[src/rtl/decoder_n_seq.sv]
// Registered N-to-2^N one-hot (or one-cold) decoder with a valid/ready output slot
// and a self-timed scan mode that walks the active line up or down across all outputs.
module decoder_n_seq #(
  parameter int N          = 2,
  parameter bit ACTIVE_LOW = 1'b0,
  parameter int SCAN_DIV   = 4
) (
  input  logic               clk,
  input  logic               rst_n,
  input  logic [1:0]         mode,
  input  logic               en,
  input  logic               in_valid,
  output logic               in_ready,
  input  logic [N-1:0]       a,
  output logic               out_valid,
  input  logic               out_ready,
  output logic [(2**N)-1:0]  b,
  output logic [N-1:0]       idx
);

  localparam int OUT_W = 2**N;
  localparam int CNT_W = (SCAN_DIV > 1) ? $clog2(SCAN_DIV) : 1;

  localparam logic [1:0] MODE_DIRECT    = 2'b00;
  localparam logic [1:0] MODE_SCAN_UP   = 2'b01;
  localparam logic [1:0] MODE_SCAN_DOWN = 2'b10;

  localparam logic [CNT_W-1:0] CNT_LAST = CNT_W'(SCAN_DIV - 1);
  localparam logic [OUT_W-1:0] INACTIVE = ACTIVE_LOW ? {OUT_W{1'b1}} : {OUT_W{1'b0}};

  logic [CNT_W-1:0] cnt_q, cnt_d;
  logic [1:0]       mode_q;
  logic             free, mode_changed, is_scan, accept, step;
  logic [N-1:0]     scan_idx;

  function automatic logic [OUT_W-1:0] decode(input logic [N-1:0] code);
    logic [OUT_W-1:0] oh;
    oh       = '0;
    oh[code] = 1'b1;
    return oh ^ INACTIVE;
  endfunction

  assign free         = !out_valid || out_ready;
  assign mode_changed = (mode != mode_q);
  assign is_scan      = (mode == MODE_SCAN_UP) || (mode == MODE_SCAN_DOWN);
  assign in_ready     = (mode == MODE_DIRECT) && free;
  assign accept       = in_valid && in_ready;
  // A step needs a full divider period in an unchanged scan mode and a free slot.
  assign step         = is_scan && !mode_changed && (cnt_q == CNT_LAST) && free;
  // N-bit arithmetic wraps modulo OUT_W in both directions.
  assign scan_idx     = (mode == MODE_SCAN_UP) ? idx + 1'b1 : idx - 1'b1;

  // NOTE: every always_comb output gets a default first so no path leaves it unassigned (no latch).
  always_comb begin
    cnt_d = cnt_q;
    if (mode_changed || mode == MODE_DIRECT) begin
      cnt_d = '0;
    end else if (is_scan) begin
      if (cnt_q != CNT_LAST) cnt_d = cnt_q + 1'b1;
      else if (free)         cnt_d = '0;
    end
  end

  // NOTE: sequential state uses non-blocking assignments so all registers update from pre-edge values.
  always_ff @(posedge clk) begin
    if (!rst_n) begin
      b         <= INACTIVE;
      idx       <= '0;
      out_valid <= 1'b0;
      cnt_q     <= '0;
      // Seeding with the live mode means leaving reset is not seen as a mode change.
      mode_q    <= mode;
    end else begin
      mode_q    <= mode;
      cnt_q     <= cnt_d;
      out_valid <= accept || step || (out_valid && !out_ready);
      if (accept) begin
        b   <= en ? decode(a) : INACTIVE;
        idx <= a;
      end else if (step) begin
        b   <= decode(scan_idx);
        idx <= scan_idx;
      end
    end
  end

endmodule

[config.mk]
export PLATFORM = sky130hd
export DESIGN_NAME = decoder_n_seq
export DESIGN_NICKNAME = d
export VERILOG_FILES = /design/src/rtl/decoder_n_seq.sv
export SDC_FILE = /design/constraint.sdc
export NUM_CORES = 1
export LEC_CHECK = 0
export CAP_MARGIN = 5
export CORE_AREA = 2 2 39 41
export CTS_BUF_LIST = sky130_fd_sc_hd__clkbuf_8
export CTS_CLUSTER_DIAMETER = 120
export CTS_CLUSTER_SIZE = 30
export DETAILED_ROUTE_END_ITERATION = 16
export DIE_AREA = 0 0 41 43
export PLACE_DENSITY = 0.77
export SYNTH_ARGS = -nofsm -noshare
export SYNTH_HDL_FRONTEND = slang
export SYNTH_SLANG_ARGS = --single-unit
[constraint.sdc]
create_clock -name clk -period 4.3 [get_ports clk]
set_input_delay 0.86 -clock clk [delete_from_list [all_inputs] [get_ports clk]]
set_output_delay 0.86 -clock clk [all_outputs]
set_load 0.1 [all_outputs]
==> metrics.csv <==
stage,metric,value,unit
run_status,run status,completed,
sta,Clock Skew,0.00448,ns
synth,"top cells by area, synth","dfxtp_1 36%, ha_1 14%, mux2i_1 8.1%, a21oi_1 4.9%, o21ai_0 4.9%",
synth,Gate Count Post-Synth,66,
synth,synth cell count leaders,"11 x dfxtp_1, 7 x ha_1, 6 x a21oi_1, 6 x o21ai_0",
drt,WL met2,501,µm
synth,synth unique cells,22,
floorplan,Initial Util,44.6,%
placement,RePlAce Congestion,0.717,
sta,Final Hold Fails,0,
drt,Routed WL per cell,11.3,µm
min_path,startpoint of the lowest-slack hold path,cnt_q[1],
sta,TNS Setup,0,ns
drt,Post-DRT Antenna Nets,0,
min_path,HP Class,reg2reg,
power_and_ir_drop,peak supply drop,0.179,mV
finish,share of cells above drive strength 1,7.14,%
setup_path,Worst Path Max Fanout,4,
setup_path,Crit Path Class,in2out,
placement,Port Buffer Count,16,
drt,total iterations of the first detailed-routing run,4,
finish,fin nets,101,
synth,register area share after synthesis,35.7,%
floorplan,die span in x,41,µm
clock_network,TritonCTS clock tree,done,
synth,most instantiated library cell after synthesis,dfxtp_1,
setup_path,FF-to-FF path depth,5,
sta,RSZ-0062 raised after global routing,no,
min_path,Min-Delay Endpoint,cnt_q[1],
drt,uppermost layer routed,met4,
floorplan,floorplan row count,14,
global_routing,largest net degree at the start of global routing,15,
sta,Max Slew Vio Count,0,
sta,Fmax,0.347,GHz
synth,"FF+latch count, synth",11,
global_routing,first-pass GRT wire length,1850,µm
synth,flip-flop cell with the highest count after synthesis,dfxtp_1,
global_routing,antenna violations before repair,0,
drt,Metal-1 WL,543,µm
setup_path,Worst Path Arrival,2.02,ns
floorplan,I/O pins,17,
global_routing,GR Overflow Total,0,
finish,final instance area,832,µm²
floorplan,core area,1380,µm²
clock_network,Clock transition at path regs,0.05,ns
setup_path,R2R Path End,b[0],
synth,leading area contributor after synthesis,dfxtp_1,
synth,Synth async-reset ratio,0,%
finish,# diodes,0,
sta,headroom to the max-slew limit,35.6,%
finish,Multi-input gate area,370,µm²
sta,Final min period,2.88,ns
drt,drt total wl,1130,µm
placement,Final HPWL DP,798,µm
finish,Synth-to-Final Area Change,34.9,%
clock_network,total CTS buffers,3,
synth,Syn Area/Cell,9.35,µm²
drt,Iter 0 DRT Violations,15,
setup_path,CP Launch Type,input port,
setup_path,R2R Path Start,cnt_q[0],
clock_network,post-CTS setup-driven buffer insertion count,0,
clock_network,CTS H-tree lvls,1,
synth,Post-synth EDFFs,0,
min_path,Cells on Worst Hold Path,2,
power_and_ir_drop,pwr/cell area,330,nW/µm²
clock_network,# hold bufs at CTS,0,
sta,measured slew at the worst slew-check pin,0.963,ns
drt,routed vias,500,
drt,DRC violation count after routing,0,
synth,Mapped Area,617,µm²
floorplan,die height,43,µm
setup_path,reg-to-reg setup timing slack,2.64,ns
finish,register area,220,µm²
drt,met3 routed WL,63,µm
finish,filler cell count,117,
global_routing,number of global-route vias before repair,437,
clock_network,Resized cells post-CTS,0,
synth,share of the synthesized area in the top cell type,35.7,%
setup_path,Worst Path Required,3.44,ns
drt,Via-to-Cell Ratio,5.00,
flow_run,max_cap viols,0,
clock_network,Worst-Skew Late Latency,0.24,ns
floorplan,DIE AREA,1760,µm²
sta,final period utilization,66.9,%
synth,Synth Net Count,82,
power_and_ir_drop,leakage power,0.345,nW
clock_network,clk root buf,clkbuf_8,
clock_network,Max Buffers Root-to-Sink,2,
clock_network,clock sinks,11,
sta,Final setup viols,0,
placement,dpl cell area,787,µm²
global_routing,overall routing resource usage,15.5,%
synth,synth warn,0,
setup_path,Critical Path Source,mode[0],
setup_path,Critical Path Sink Type,output port,
==> flip-flops by register name, summed over array words and instances, names as in the netlist <==
register   flops
cnt_q          2
mode_q         2
out_valid      1
b              4
idx            2
==> worst max-delay path, cell delays in order <==
cell	delay, ns
clkdlybuf4s50_1	0.53
inv_1	0.06
ha_1	0.21
and2_1	0.14
buf_4	0.22
==> worst max-delay path by stage <==
stage	endpoint	cells past startpoint	slack, ns
finish	in_ready	5	1.42
global route	in_ready	5	1.37
CTS	in_ready	5	1.41
detailed placement	b[0]	7	1.41
global placement	in_ready	5	1.42
floorplan	in_ready	3	1.62
==> logic make-up after synthesis <==
| group | Yosys count | synth area share (%) |
|---|---|---|
| xor+xnor | 4 | 5.68 |
| simple gates | 18 | 19.7 |
| mux | 5 | 8.11 |
| compound gates | 14 | 12.4 |
| fa+ha+maj | 7 | 14.2 |
| buf+inv | 7 | 4.26 |
| flops | 11 | 35.7 |
==> power by group <==
group	total [mW]	internal (mW)	switching (mW)	leakage [nW]
clock network	0.101	0.0626	0.0380	0.0269
registers	0.109	0.107	0.00283	0.0902
logic	0.0641	0.0218	0.0423	0.228
total	0.274	0.191	0.0831	0.345
==> metal layers <==
metal,vias to the layer above,track usage (%)
met5,-,0
met1,219,20.7
met2,16,21.6
met4,0,8.00
li1,263,-
met3,2,4.71
==> area by class of cell <==
cell class              instances  area share [%]
well taps                      16            2.41
repair buffers                 16            18.9
clock buffers                   3            4.96
inverters                       5            2.26
multi-input cells              48            44.5
clock inverters                 1           0.451
flip-flops and latches         11            26.5
==> per-stage QoR <==
| stage | std cells | hold WS [ns] | utilization (%) | setup WS [ns] | total power, mW |
|---|---|---|---|---|---|
| 2_1_floorplan | 66 | 0.468 | - | 1.62 | 0.157 |
| 3_3_place_gp | 96 | 0.483 | 56.9 | 1.42 | 0.175 |
| 3_5_place_dp | 96 | 0.505 | 56.9 | 1.41 | 0.175 |
| 4_1_cts | 100 | 0.516 | 60.1 | 1.41 | 0.276 |
| 5_1_grt | 100 | 0.569 | 60.1 | 1.37 | 0.287 |
| 6_report | 100 | 0.507 | 60.1 | 1.42 | 0.274 |
==> layout by cell type, fill, tap and decap left out, drive strengths merged <==
cell type	n
a21oi	6
and2	1
and3	1
and3b	1
buf	1
clkbuf	3
clkdlybuf4s50	15
dfxtp	11
ha	7
inv	6
mux2i	5
nand2	4
nand2b	1
nand3	2
nand4b	1
nor2	3
nor3b	2
nor4b	1
o21a	1
o21ai	6
o221ai	1
or4b	1
xnor2	2
xor2	2
(Power assumes the default switching activity.)
